===== config.mk =====
export PLATFORM = sky130hd
export DESIGN_NAME = unpack_stage
export DESIGN_NICKNAME = d
export VERILOG_FILES = /design/src/rtl/float_types_pkg.sv /design/src/rtl/fp_classify.sv /design/src/rtl/unpack_stage.sv
export SDC_FILE = /design/constraint.sdc
export NUM_CORES = 1
export LEC_CHECK = 0
export CAP_MARGIN = 15
export CORE_MARGIN = 5
export CORE_UTILIZATION = 25
export DETAILED_ROUTE_END_ITERATION = 7
export HOLD_SLACK_MARGIN = 0.05
export MAX_ROUTING_LAYER = met4
export SYNTH_ARGS = -nofsm -noshare
export SYNTH_HDL_FRONTEND = slang
export SYNTH_SLANG_ARGS = --single-unit

===== constraint.sdc =====
create_clock -name clk_i -period 5.7 [get_ports clk_i]
set_clock_uncertainty 0.1 [all_clocks]
set_input_delay 1.14 -clock clk_i [delete_from_list [all_inputs] [get_ports clk_i]]
set_output_delay 1.14 -clock clk_i [all_outputs]
set_load 0.1 [all_outputs]

===== src/rtl/float_types_pkg.sv =====
// Shared floating-point operand types for the unpack stage.
// Encodings keep ZERO / ZERO_RES at all-zero bits so a cleared payload reads as the reset state.
package float_types_pkg;

   typedef enum logic [2:0] {
      ZERO    = 3'd0,
      SUBNORM = 3'd1,
      NORMAL  = 3'd2,
      INF     = 3'd3,
      NAN     = 3'd4
   } fp_class_t;

   typedef enum logic [1:0] {
      ZERO_RES   = 2'd0,
      INF_OR_NAN = 2'd1,
      OK_state   = 2'd2
   } num_status_t;

   localparam int CLASS_W  = $bits(fp_class_t);
   localparam int STATUS_W = $bits(num_status_t);

   // Special operands dominate; otherwise a pair of zeros yields a zero result.
   function automatic num_status_t pair_status(input fp_class_t a_cls, input fp_class_t b_cls);
      num_status_t st;
      st = OK_state;
      if ((a_cls == INF) || (a_cls == NAN) || (b_cls == INF) || (b_cls == NAN)) begin
         st = INF_OR_NAN;
      end else if ((a_cls == ZERO) && (b_cls == ZERO)) begin
         st = ZERO_RES;
      end
      return st;
   endfunction

endpackage


===== src/rtl/fp_classify.sv =====
// Combinational per-operand classify/unpack: splits {sign, exp, frac}, restores the hidden bit.
// UNPACK_SUBNORM_EN keeps subnormals (exp forced to 1); otherwise they flush to signed zero.
module fp_classify
   import float_types_pkg::*;
#(
   parameter int EXP_W  = 8,
   parameter int MANT_W = 23
) (
   input  logic [EXP_W+MANT_W:0] i_op,
   output logic                  o_sign,
   output logic [EXP_W-1:0]      o_exp,
   output logic [MANT_W:0]       o_mant,
   output fp_class_t             o_class
);

   logic [EXP_W-1:0]  w_exp;
   logic [MANT_W-1:0] w_frac;
   logic              w_exp_zero;
   logic              w_exp_ones;
   logic              w_frac_zero;

   assign w_exp       = i_op[EXP_W+MANT_W-1:MANT_W];
   assign w_frac      = i_op[MANT_W-1:0];
   assign w_exp_zero  = (w_exp == '0);
   assign w_exp_ones  = &w_exp;
   assign w_frac_zero = (w_frac == '0);

   always_comb begin
      o_sign  = i_op[EXP_W+MANT_W];
      o_exp   = w_exp;
      o_mant  = {1'b1, w_frac};
      o_class = NORMAL;
      if (w_exp_ones) begin
         if (w_frac_zero) begin
            o_class = INF;
         end else begin
            o_class = NAN;
         end
      end else if (w_exp_zero) begin
         if (w_frac_zero) begin
            o_class = ZERO;
            o_exp   = '0;
            o_mant  = '0;
         end else begin
`ifdef UNPACK_SUBNORM_EN
            // Subnormal value is 0.frac * 2^(1-bias), so present it with exp=1 and no hidden bit.
            o_class = SUBNORM;
            o_exp   = EXP_W'(1);
            o_mant  = {1'b0, w_frac};
`else
            o_class = ZERO;
            o_exp   = '0;
            o_mant  = '0;
`endif
         end
      end
   end

endmodule


===== src/rtl/unpack_stage.sv =====
// Operand unpack stage: classifies both operands and buffers the result in a 2-entry skid buffer.
// Optional macro UNPACK_SUBNORM_EN (see fp_classify) selects subnormal support vs. flush-to-zero.
module unpack_stage
   import float_types_pkg::*;
#(
   parameter int EXP_W  = 8,
   parameter int MANT_W = 23,
   localparam int FP_W  = 1 + EXP_W + MANT_W
) (
   input  logic              clk_i,
   input  logic              rst_i,
   input  logic              valid_i,
   output logic              ready_o,
   input  logic [FP_W-1:0]   a_i,
   input  logic [FP_W-1:0]   b_i,
   output logic              valid_o,
   input  logic              ready_i,
   output logic              a_sign_o,
   output logic              b_sign_o,
   output logic [EXP_W-1:0]  a_exp_o,
   output logic [EXP_W-1:0]  b_exp_o,
   output logic [MANT_W:0]   a_mant_o,
   output logic [MANT_W:0]   b_mant_o,
   output fp_class_t         a_class_o,
   output fp_class_t         b_class_o,
   output num_status_t       num_status_o
);

   localparam int OP_W  = 1 + EXP_W + MANT_W + 1 + CLASS_W;
   localparam int PAY_W = 2 * OP_W + STATUS_W;

   logic              w_a_sign, w_b_sign;
   logic [EXP_W-1:0]  w_a_exp, w_b_exp;
   logic [MANT_W:0]   w_a_mant, w_b_mant;
   fp_class_t         w_a_class, w_b_class;
   num_status_t       w_status;
   logic [PAY_W-1:0]  w_new;
   logic              w_accept;

   logic [PAY_W-1:0]  r_out;
   logic [PAY_W-1:0]  r_skid;
   logic              r_valid;
   logic              r_skid_full;

   logic [CLASS_W-1:0]  w_a_cls_bits, w_b_cls_bits;
   logic [STATUS_W-1:0] w_st_bits;

   fp_classify #(.EXP_W(EXP_W), .MANT_W(MANT_W)) u_cls_a (
      .i_op    (a_i),
      .o_sign  (w_a_sign),
      .o_exp   (w_a_exp),
      .o_mant  (w_a_mant),
      .o_class (w_a_class)
   );

   fp_classify #(.EXP_W(EXP_W), .MANT_W(MANT_W)) u_cls_b (
      .i_op    (b_i),
      .o_sign  (w_b_sign),
      .o_exp   (w_b_exp),
      .o_mant  (w_b_mant),
      .o_class (w_b_class)
   );

   assign w_status = pair_status(w_a_class, w_b_class);
   assign w_new    = {w_a_sign, w_a_exp, w_a_mant, w_a_class,
                      w_b_sign, w_b_exp, w_b_mant, w_b_class, w_status};

   // Handshake: a beat moves on a rising edge only when valid and ready are both high there.
   // ready_o comes straight from the skid flag, so ready_i never reaches it combinationally.
   assign ready_o  = !r_skid_full;
   assign valid_o  = r_valid;
   assign w_accept = valid_i && ready_o;

   always_ff @(posedge clk_i or posedge rst_i) begin
      if (rst_i) begin
         r_valid     <= 1'b0;
         r_skid_full <= 1'b0;
         r_out       <= '0;
         r_skid      <= '0;
      end else if (!r_valid || ready_i) begin
         // Output slot is free or draining this edge; the older skid entry has priority.
         if (r_skid_full) begin
            r_out       <= r_skid;
            r_valid     <= 1'b1;
            r_skid_full <= 1'b0;
         end else if (w_accept) begin
            r_out   <= w_new;
            r_valid <= 1'b1;
         end else begin
            r_valid <= 1'b0;
         end
      end else if (w_accept) begin
         r_skid      <= w_new;
         r_skid_full <= 1'b1;
      end
   end

   assign {a_sign_o, a_exp_o, a_mant_o, w_a_cls_bits,
           b_sign_o, b_exp_o, b_mant_o, w_b_cls_bits, w_st_bits} = r_out;

   assign a_class_o    = fp_class_t'(w_a_cls_bits);
   assign b_class_o    = fp_class_t'(w_b_cls_bits);
   assign num_status_o = num_status_t'(w_st_bits);

endmodule


# Word-level counts from Yosys, hierarchy flattened
# Index checks and enable logic that the tools add are counted.
# word_totals
ff_bits	150
input_bits	68
wordCells	51
# classes
eq_ne	4
mux	22
n_bitwise	1
n_reduce_logical	20
# op_table
op	count
2-to-1 mux 74 bit	2
2-to-1 mux 24 bit	4
zero test 23 bit	2
2-to-1 mux 8 bit	4
zero test 8 bit	2
AND reduction 8 bit	2
2-to-1 mux 3 bit	4
2-to-1 mux 2 bit	4
equality test 3 x 2 -> 1 bit, second input constant	2
equality test 3 bit, second input constant	2
zero test 3 bit	2
logical OR 1 bit	4
2-to-1 mux 1 bit	4
AND reduction 2 bit	2
nonzero test 2 bit	2
logical AND 1 bit	2
zero test 1 bit	2
NOT 1 bit	1

# Longest topological paths before layout
# logic_depth
ltp_word	10
mapped_depth	7
mapped_depth_nobuf	4

# Modules after synthesis
# A second synthesis with hierarchy kept.
# hier_totals
hier_cells	604
hier_area_um2	7051.8
# modules_own_cells
mod	n_inst	cells_each	area_each_um2
unpack_stage	1	498	6286.0
fp_classify	2	53	382.9

# Worst setup path before layout
# OpenSTA, ideal clock, no wires.
# synth_path
path_type	register to output
from	register r_skid_full
to	output ready_o
arrival_time_ns	1.629
slack_ns	2.831
path_stages_with_launch	4
n_path_buf	2
path_cell_list	dfrtp_1 > buf_4 > inv_1 > buf_1
# synth_via
elab_chain_cells	1
# synth_rtl
item	line	rtl
start: declaration	unpack_stage.sv:43	logic r_skid_full;
start signal: assignment	unpack_stage.sv:77	r_skid_full <= 1'b0;
start signal: assignment	unpack_stage.sv:85	r_skid_full <= 1'b0;
start signal: assignment	unpack_stage.sv:94	r_skid_full <= 1'b1;
zero test 1 bit	unpack_stage.sv:70	assign ready_o = !r_skid_full;
end: declaration	unpack_stage.sv:13	output logic ready_o,
# No other way between the ends.

# Worst setup path after layout
# Same ends and word-level chain as after synthesis.

==> metrics.cfg <==
[synthesis]
syn_area_per_cell_sq_um = 10.3
ys_ff_latch = 150
synth_top_area_share_pct = 58.5
syn_nets = 694
ys.flop_type = dfrtp_1
syn_inst = 626
yosysSeqAreaShare_pct = 58.5
yosys_warnings = 0
synth_area_sq_um = 6420
yosys.area.top_type = dfrtp_1
async_flop_share_pct = 100
synth.area.top_cells = dfrtp_1 58%, nand2_1 6.2%, nor2_1 4.7%
synth.most_common_cell = dfrtp_1
synth.distinct_cells = 41
synth-edff-count = 0
yosys-top-cells-count = 150 x dfrtp_1, 106 x nand2_1, 80 x nor2_1, 28 x nand3_1, 28 x o21ai_1

[drt]
via_count = 5059
wirelength_um = 17800
drcViolationCount = 0
wl_per_cell_um = 16.4
via_per_inst = 4.64
drtIter0Drc = 316
antenna_left = 0
drtPass1Iterations = 4

[sta]
period_minus_slack_ns = 3.63
grt_setup_unrepaired = false
fin_hold_ws_ns = 0.381
hold_viol_final = 0
worstMarginPinSlew_ns = 1.14
slew_viol_final = 0
finalSetupTns_ns = 0
min_period_over_period_pct = 63.8
fmax_mhz = 275
finalSetupViolCount = 0
relSlewSlack_pct = 24.3

[finish]
nNetsFinal = 815
drive_gt1_share_pct = 8.95
fin_cells = 1090
post-route-cell-area_sq_um = 8760
n_antenna_cell = 0
finish.utilization_pct = 34.7
area_growth_pct = 36.5

[die]
start_util_pct = 25.4
die_area_sq_um = 29000
design.core.area_sq_um = 25300
fp.dieH_um = 170
top_level_ports = 144
die_w_um = 170
rows = 58

[clock_tree]
insertion_delay_ns = 0.42
path_clk_slew_ns = 0.06
ctsHoldBuffers = 0
cts_setup_buffers = 0
cts_buffers = 17
cts-resized-gates = 0
clock_path_buffers = 2
cts_tree = yes
ctsRootBufferMaster = clkbuf_16
clock_sinks = 150
h-tree-depth = 4

[global_routing]
grt_pass1_vias = 5109
antenna_found_initial = 0
grt_max_degree = 83
grt.overflow.total = 0
grt_pass1_wl_um = 28800
grt_use_total_pct = 12.9

[placed_design]
hpwl_um = 12100
dpl_cell_area_sq_um = 8150
io_buffer_count = 143
placed_cells = 1058
gp_congestion = 0.773

[power]
power_leakage_nw = 3.63
max-vdd-ir-drop_mv = 0.183
p_per_area_nw_per_um2 = 447

[hold_path]
min_path_type = reg -> reg

[worst_setup_path]
arrival_ns = 2.39
path_class = reg -> out
r2r_slack_ns = 2.81
cp-start-kind = register
end_kind = output pin
cp_data_required_time_ns = 4.46
crit_fanout = 28

[run_status]
run_status = finished clean

[flow_run]
maxCapViolCount = 0

critical path, cell delays in order, from the launching register on:
cell and delay, ns:
dfrtp_4 0.65, inv_1 0.13, clkdlybuf4s50_1 1.19
cell families after synthesis:
logic type,share of synthesized area (%)
and+or+nand+nor,17.0
DFF,58.5
AOI/OAI and AO/OA,14.9
buffers and inverters,3.43
muxes,6.14
per-stage QoR:
step,total power (W),setup slack (ns)
after floorplan,0.00241,0.424
after global placement,0.00278,2.05
after detailed placement,0.00279,1.95
after CTS,0.00397,2.00
after global routing,0.00410,1.97
final,0.00392,2.07
power breakdown:
group          switching (W)  internal (W)
clock network       0.000497      0.000664
registers           0.000120       0.00127
logic                0.00101      0.000353
total                0.00163       0.00229
area by class of cell:
type                    count  area, sq um
clock buffers              17          425
repair buffers            150         1500
well taps                 330          413
inverters                   2         12.5
flip-flops and latches    150         3760
fillers                  2588        16500
clock inverters            15          185
multi-input cells         426         2470
metal layers:
metal,track usage (%),vias up,share of wire (%)
li1,-,2466,-
met1,17.0,2444,46
met2,20.0,133,47
met3,2.97,16,5.2
met4,3.37,0,1.2
met5,-,-,0
sequential cells by signal, indices dropped and copies added (netlist names):
register and count:
r_skid 74, r_skid_full 1, r_out 74, valid_o 1
worst paths after layout:
| check | startpoint | to | cells past startpoint |
|---|---|---|---|
| min | r_skid[40]$_DFFE_PP0P_ | r_skid[40]$_DFFE_PP0P_ | 2 |
| min in group asynchronous | rst_i | r_out[72]$_DFFE_PP0P_ | 2 |
| max reg2reg | r_skid_full$_DFFE_PP0P_ | r_skid[25]$_DFFE_PP0P_ | 5 |
| max in group asynchronous | rst_i | r_skid_full$_DFFE_PP0P_ | 3 |
| max | r_skid_full$_DFFE_PP0P_ | ready_o | 2 |
| min reg2reg | r_skid[40]$_DFFE_PP0P_ | r_skid[40]$_DFFE_PP0P_ | 2 |
cell usage in the layout, fill, tap and decap left out, drive strengths merged, types with 3 or more instances in the layout:
cell	synthesis	layout
a21oi	7	7
nand2b	3	3
clkdlybuf4s50	0	143
clkbuf	21	17
nor2	80	80
nand4	5	5
clkinvlp	0	3
a221oi	22	22
mux2i	18	18
a31oi	25	25
nand2	106	106
o21ai	50	50
nor4	13	13
buf	27	7
dfrtp	150	150
clkinv	0	3
nand3	28	28
inv	2	9
or4	3	3
mux2	19	19
a21o	3	3
a22o	23	23
Power figures use the tool's default switching activity.
